==> src/rtl/seg_scan_driver.sv <==
// Multiplexed common-anode 7-segment driver: shadows a packed BCD value and scans
// one digit per refresh window, with a dark first cycle per window and leading-zero blanking.
module seg_scan_driver #(
    parameter int DIGITS      = 4,
    parameter int REFRESH_DIV = 50000
) (
    input  logic                  iClk,
    input  logic                  iRst_n,
    input  logic [4*DIGITS-1:0]   iBCD,
    input  logic [DIGITS-1:0]     iDp,
    input  logic                  iLoad,
    input  logic                  iBlankEn,
    output logic [6:0]            oSeg,
    output logic                  oDp,
    output logic [DIGITS-1:0]     oAn
);

    localparam int CNT_W = $clog2(REFRESH_DIV);
    localparam int IDX_W = (DIGITS > 1) ? $clog2(DIGITS) : 1;

    logic [CNT_W-1:0]    cnt_q, cnt_d;
    logic [IDX_W-1:0]    idx_q, idx_d;
    logic [4*DIGITS-1:0] bcd_q, bcd_d;
    logic [DIGITS-1:0]   dp_q, dp_d;
    logic [6:0]          seg_q, seg_d;
    logic                dpo_q, dpo_d;
    logic [DIGITS-1:0]   an_q, an_d;

    logic [3:0]          digit [DIGITS];
    logic [DIGITS:0]     zero_from;
    logic [DIGITS-1:0]   blank;
    logic [3:0]          nib;
    logic [6:0]          dec;

    // zero_from[k] is set when shadow digit k and every digit above it are zero
    assign zero_from[DIGITS] = 1'b1;
    generate
        for (genvar gi = 0; gi < DIGITS; gi++) begin : g_digit
            assign digit[gi]     = bcd_q[4*gi +: 4];
            assign zero_from[gi] = (digit[gi] == 4'd0) && zero_from[gi+1];
            if (gi == 0) begin : g_lsd
                assign blank[gi] = 1'b0;
            end else begin : g_upper
                assign blank[gi] = iBlankEn && zero_from[gi];
            end
        end
    endgenerate

    always_comb begin
        bcd_d = iLoad ? iBCD : bcd_q;
        dp_d  = iLoad ? iDp  : dp_q;

        if (cnt_q == CNT_W'(REFRESH_DIV - 1)) begin
            cnt_d = '0;
            idx_d = (idx_q == IDX_W'(DIGITS - 1)) ? '0 : idx_q + 1'b1;
        end else begin
            cnt_d = cnt_q + 1'b1;
            idx_d = idx_q;
        end

        nib = digit[idx_q];
        case (nib)
            4'd0:    dec = 7'b0000001;
            4'd1:    dec = 7'b1001111;
            4'd2:    dec = 7'b0010010;
            4'd3:    dec = 7'b0000110;
            4'd4:    dec = 7'b1001100;
            4'd5:    dec = 7'b0100100;
            4'd6:    dec = 7'b0100000;
            4'd7:    dec = 7'b0001111;
            4'd8:    dec = 7'b0000000;
            4'd9:    dec = 7'b0000100;
            default: dec = 7'b1111111;
        endcase

        seg_d = blank[idx_q] ? 7'b1111111 : dec;
        dpo_d = ~dp_q[idx_q];
        // First cycle of each window keeps all anodes off to avoid ghosting
        an_d  = (cnt_q == '0) ? '1 : ~(DIGITS'(1) << idx_q);
    end

    always_ff @(posedge iClk or negedge iRst_n) begin
        if (!iRst_n) begin
            cnt_q <= '0;
            idx_q <= '0;
            bcd_q <= '0;
            dp_q  <= '0;
            seg_q <= 7'b1111111;
            dpo_q <= 1'b1;
            an_q  <= '1;
        end else begin
            cnt_q <= cnt_d;
            idx_q <= idx_d;
            bcd_q <= bcd_d;
            dp_q  <= dp_d;
            seg_q <= seg_d;
            dpo_q <= dpo_d;
            an_q  <= an_d;
        end
    end

    assign oSeg = seg_q;
    assign oDp  = dpo_q;
    assign oAn  = an_q;

endmodule

==> config.mk <==
export PLATFORM = sky130hd
export DESIGN_NAME = seg_scan_driver
export DESIGN_NICKNAME = d
export VERILOG_FILES = /design/src/rtl/seg_scan_driver.sv
export SDC_FILE = /design/constraint.sdc
export NUM_CORES = 1
export LEC_CHECK = 0
export ABC_AREA = 1
export BUFFER_PORTS_ARGS = -buffer_cell sky130_fd_sc_hd__buf_2
export CAP_MARGIN = 25
export CORE_AREA = 2 2 91 93
export CTS_BUF_LIST = sky130_fd_sc_hd__clkbuf_2 sky130_fd_sc_hd__clkbuf_4 sky130_fd_sc_hd__clkbuf_8
export CTS_CLUSTER_DIAMETER = 200
export DETAILED_ROUTE_END_ITERATION = 16
export DIE_AREA = 0 0 93 95
export PLACE_DENSITY_LB_ADDON = 0.25
export SYNTH_ARGS = -nofsm -noshare
export SYNTH_HDL_FRONTEND = slang
export SYNTH_SLANG_ARGS = --single-unit
==> constraint.sdc <==
create_clock -name iClk -period 2.23 [get_ports iClk]
set_input_delay 0.446 -clock iClk [delete_from_list [all_inputs] [get_ports iClk]]
set_output_delay 0.446 -clock iClk [all_outputs]
set_load 0.1 [all_outputs]
=== Yosys cells after proc, flatten, opt, wreduce, memory -nomap -nowiden ===
Memories as Yosys holds them, arrays and structs flattened.
Cells that the tools add are included.

* Register bits: 50
* ROM bits: 112
* Input port bits: 24
* Output and inout port bits: 12
* Logic and storage cells: 38
* Memories kept: 1

{| class="wikitable"
|+ Memory list
! memory !! depth !! width !! rd ports !! clocked after memory_dff !! wr ports !! RTL line !! RTL
|-
| (name not given) || 16 || 7 || 1 || 0 || 0 || 62 || <nowiki>case (nib)</nowiki>
|}

* Add/subtract/negate cells: 2
* Magnitude comparators: 2
* Equality and inequality tests: 2
* Shift-type cells: 1
* Mux-type cells: 11
* Bitwise logic cells: 3
* Reductions and logical operators: 9

{| class="wikitable"
|+ Operator list
! cell !! number
|-
| 16-bit by 1-bit adder with 16-bit output (second input constant) || 1
|-
| 16-bit == test (second input constant) || 1
|-
| 16-bit zero test || 1
|-
| 16-bit 2-to-1 mux || 1
|-
| 4-bit zero test || 3
|-
| 4-bit 2-to-1 mux || 3
|-
| 4-bit binary-select mux with 2-bit select || 1
|-
| 7-bit 2-to-1 mux || 1
|-
| 1-bit logical AND || 5
|-
| 1-bit binary-select mux with 2-bit select || 2
|-
| 4-bit inverter || 1
|-
| 1-bit by 2-bit left shift with 4-bit output (first input constant) || 1
|-
| 3-bit greater-or-equal comparator (second input constant) || 1
|-
| 2-bit by 3-bit < comparator with 1-bit output (second input constant) || 1
|-
| 2-bit inverter with 3-bit output || 1
|-
| 2-bit by 1-bit adder with 2-bit output (second input constant) || 1
|-
| 2-bit == test (second input constant) || 1
|-
| 1-bit 2-to-1 mux || 2
|-
| 2-bit 2-to-1 mux || 1
|-
| 1-bit inverter || 1
|}

=== Logic depth before layout (Yosys ltp) ===
* Word-level depth: 7
* Gate-level depth with buffers: 11
* Depth with buffers taken out: 10

=== Least setup slack after synthesis ===
No wires, ideal clock.

* Kind: reg2reg
* From: reg idx_q[0]
* To: reg seg_q[1], in the netlist oSeg[1]
* Arrival: 1.408 ns
* Data required time: 2.146 ns
* Path slack: 0.738 ns
* Cell stages (with the launch flop): 12
* Path buffers: 1
* Cell sequence: dfrtp_1 > inv_2 > buf_6 > nand2_1 > nand3_1 > nand2_1 > inv_1 > ha_1 > inv_1 > nand3_1 > nand3_1 > nand3_1

* Word-level cells in the longest chain between the ends: 6

{| class="wikitable"
|+ Ends and longest elaborated chain
! element !! RTL line !! RTL
|-
| start: declaration || 22 || <nowiki>logic [IDX_W-1:0] idx_q, idx_d;</nowiki>
|-
| start signal: assignment || 93 || <nowiki>idx_q <= idx_d;</nowiki>
|-
| 2-bit inverter with 3-bit output (not written as such) || 61 || <nowiki>nib = digit[idx_q];</nowiki>
|-
| 4-bit binary-select mux with 2-bit select || 61 ||
|-
| 4-bit 2-to-1 mux (not written as such) (2 in a row) || 61 ||
|-
| memory 16 x 7 bit || -- ||
|-
| 7-bit 2-to-1 mux (*) || 76 || <nowiki>seg_d = blank[idx_q] ? 7'b1111111 : dec;</nowiki>
|-
| net seg_d[1] || 25 || <nowiki>logic [6:0] seg_q, seg_d;</nowiki>
|-
| end signal: assignment || 96 || <nowiki>seg_q <= seg_d;</nowiki>
|-
| end: declaration || 25 ||
|}

The timed path passes the listed nets; every way through them passes the cells marked *. The select of a mux whose other input is x is not followed.
A chain may end at the register's enable or synchronous reset.

=== Worst setup path in the final report ===
Same ends and word-level chain as after synthesis.

==> reports/qor.csv <==
metric,value,unit
Nets,390,
die height,95,µm
Worst slew margin,65.57,%
Post-synth top cells,"nand2_1, dfrtp_1, inv_1, nor2_1, nand3_1",
Critical R2R Launch,idx_q[0],
core area,7928,µm²
CTS Buf Count,5,
first-pass GRT wire length,9121,µm
Avg WL per Cell,11.31,µm
# rows,33,
Worst Hold Slack,64.39,ps
Pleak,1.543,nW
vias in the first global route,1956,
syn avg cell area,8.517,µm²
post-synthesis sequential area ratio,47.05,%
reg2reg path depth,10,
buffer count from post-CTS setup fixing,0,
WP data arrival,1990,ps
Syn-to-layout area delta,14.41,%
Area contributors post-synth,"dfrtp_1, dfstp_2, nand2_1",
most numerous cell in the Yosys netlist,nand2_1,
CP max FO,13,
Setup Skew,12.03,ps
Final Cycle Share,78.82,%
PortBufs,35,
largest area contributor in the netlist,dfrtp_1,
share of cells above drive strength 1,27.61,%
Synth top area share,35.33,%
"CTS clk-pin slew, worst paths",100,ps
post-synthesis cell count,316,
Die W,93,µm
clk buf depth,2,
post-route setup slack,472.4,ps
critical path startpoint category,flop,
Worst R2R End,oSeg[1],
Peak VDD IR,258.7,µV
Max-cap violations,0,
critical path type,reg2reg,
TritonCTS clock tree,done,
setup_tns,0,ps
Least-Margin Pin Slew,516.4,ps
final hold violations,0,
post-route ant nets,0,
GRT Util Overall,12.98,%
Finish-stage setup viols,0,
post-CTS resize count,0,
die area,8835,µm²
Clock Sinks,50,
later-pin clock latency in the skew report,310,ps
Vias,2011,
I/O Pins,36,
Post-Synthesis Cell Area,2691,µm²
fmax,568.9,MHz
RSZ-0062 raised after global routing,no,
HP Class,in2async,
Tmin final,1758,ps
Post-synth EDFFs,0,
drt total wl,5204,µm
largest net degree at the start of global routing,37,
Starting Density,33.95,%
initial antenna violation count,0,
Synth Warn #,0,
vias per inst,4.372,
gpl congestion,0.8459,
R2R setup slack,470,ps
"flops & latches, synth",50,
DP HPWL,4068,µm
Place WS,545.2,ps
global route overflow,0,
syn_nets,352,
WP data required,2460,ps
PD cells,654.7,nW/µm²
DRC,0,
Worst setup EP type,flop,
# hold bufs at CTS,0,
Iter 0 DRT Violations,56,
ys async rst share,100.0,%
Root Driver,clkbuf_8,
Final Max Slew Viols,0,
Inserted Diodes,0,
outcome,finished clean,
number of H-tree levels,2,
Main synth FF type,dfrtp_1,
1st-pass router iterations,4,
unique cell type count in the Yosys netlist,31,
[metrics by stage]
stage / cells / total power [W] / instance area (µm²) / util, %
5_1_grt: 460 / 0.002127 / 3079 / 38.84
2_1_floorplan: 316 / 0.001315 / 2691 / -
6_report: 460 / 0.002016 / 3079 / 38.84
4_1_cts: 460 / 0.002049 / 3079 / 38.84
3_3_place_gp: 452 / 0.001403 / 2970 / 37.47
3_5_place_dp: 452 / 0.001404 / 2970 / 37.47
[registers in the layout, summed over array words and instances (netlist names)]
register / flops
bcd_q: 16
cnt_q: 16
oSeg: 7
dp_q: 4
oAn: 4
idx_q: 2
oDp: 1
[area by class of cell]
class | count | area (µm²)
fillers | 849 | 4848
repair buffers | 38 | 197.7
clock inverters | 3 | 40.04
flip-flops and latches | 50 | 1266
inverters | 45 | 178.9
clock buffers | 5 | 68.82
well taps | 105 | 131.4
multi-input cells | 214 | 1196
[worst max-delay path by stage]
stage | startpoint | to | slack [ps] | cells after the start
floorplan | idx_q[0] | oSeg[1] | 740 | 11
global placement | idx_q[1] | oSeg[1] | 590 | 9
detailed placement | idx_q[0] | oSeg[1] | 550 | 10
CTS | idx_q[0] | oSeg[1] | 480 | 10
global route | idx_q[0] | oSeg[1] | 290 | 10
finish | idx_q[0] | oSeg[1] | 470 | 10
[critical path, stage by stage (launching register included)]
cell	delay [ps]
dfrtp_1	490
inv_2	190
nand2_1	100
nand3_1	70
nand2_1	190
inv_1	100
ha_1	200
inv_1	60
nand3_1	100
nand3_1	120
nand3_1	70
[per-layer routing]
| metal | up-vias | part of all wire (%) | track usage [%] | wire (µm) |
|---|---|---|---|---|
| met5 | - | 0 | 0 | 0 |
| met4 | 0 | 1.2 | 3.676 | 61 |
| met3 | 5 | 3.8 | 3.033 | 196 |
| met2 | 32 | 47 | 21.44 | 2432 |
| met1 | 918 | 48 | 17.10 | 2513 |
| li1 | 1056 | - | - | - |
[logic make-up (layout without fill, tap and decap cells)]
group	count (synthesis)	in the layout	synth area share, %
mux	4	4	1.674
simple gates	163	163	29.61
xor+xnor	6	6	1.953
flops	50	50	47.05
buf+inv	52	91	8.507
compound gates	29	29	5.625
fa+ha+maj	12	12	5.579
[layout by cell type, fill, tap and decap left out, types with 2 or more instances in the layout]
cell type	synthesis	routed
a21oi_1	5	5
inv_2	4	4
inv_1	38	38
nor2_1	30	30
xor2_1	4	4
nand3_1	27	27
nand4_1	3	3
nand2_2	9	9
clkinv_2	0	2
nor3_1	2	2
dfrtp_1	38	38
o21ai_1	4	4
buf_2	1	35
inv_4	2	2
nor2_4	4	4
clkbuf_8	0	5
nor2_2	3	3
dfstp_2	12	12
nand3_2	6	6
mux2_2	4	4
buf_4	0	3
xnor2_1	2	2
o21ai_0	18	18
nand2_1	72	72
ha_1	12	12
nand2_4	5	5
[report_power, final]
group	leakage, nW	internal (W)	switching, W
clock network	0.0579	0.000331	0.000303
logic	0.881	0.0000858	0.000298
registers	0.604	0.000978	0.0000207
(Power assumes the default switching activity.)
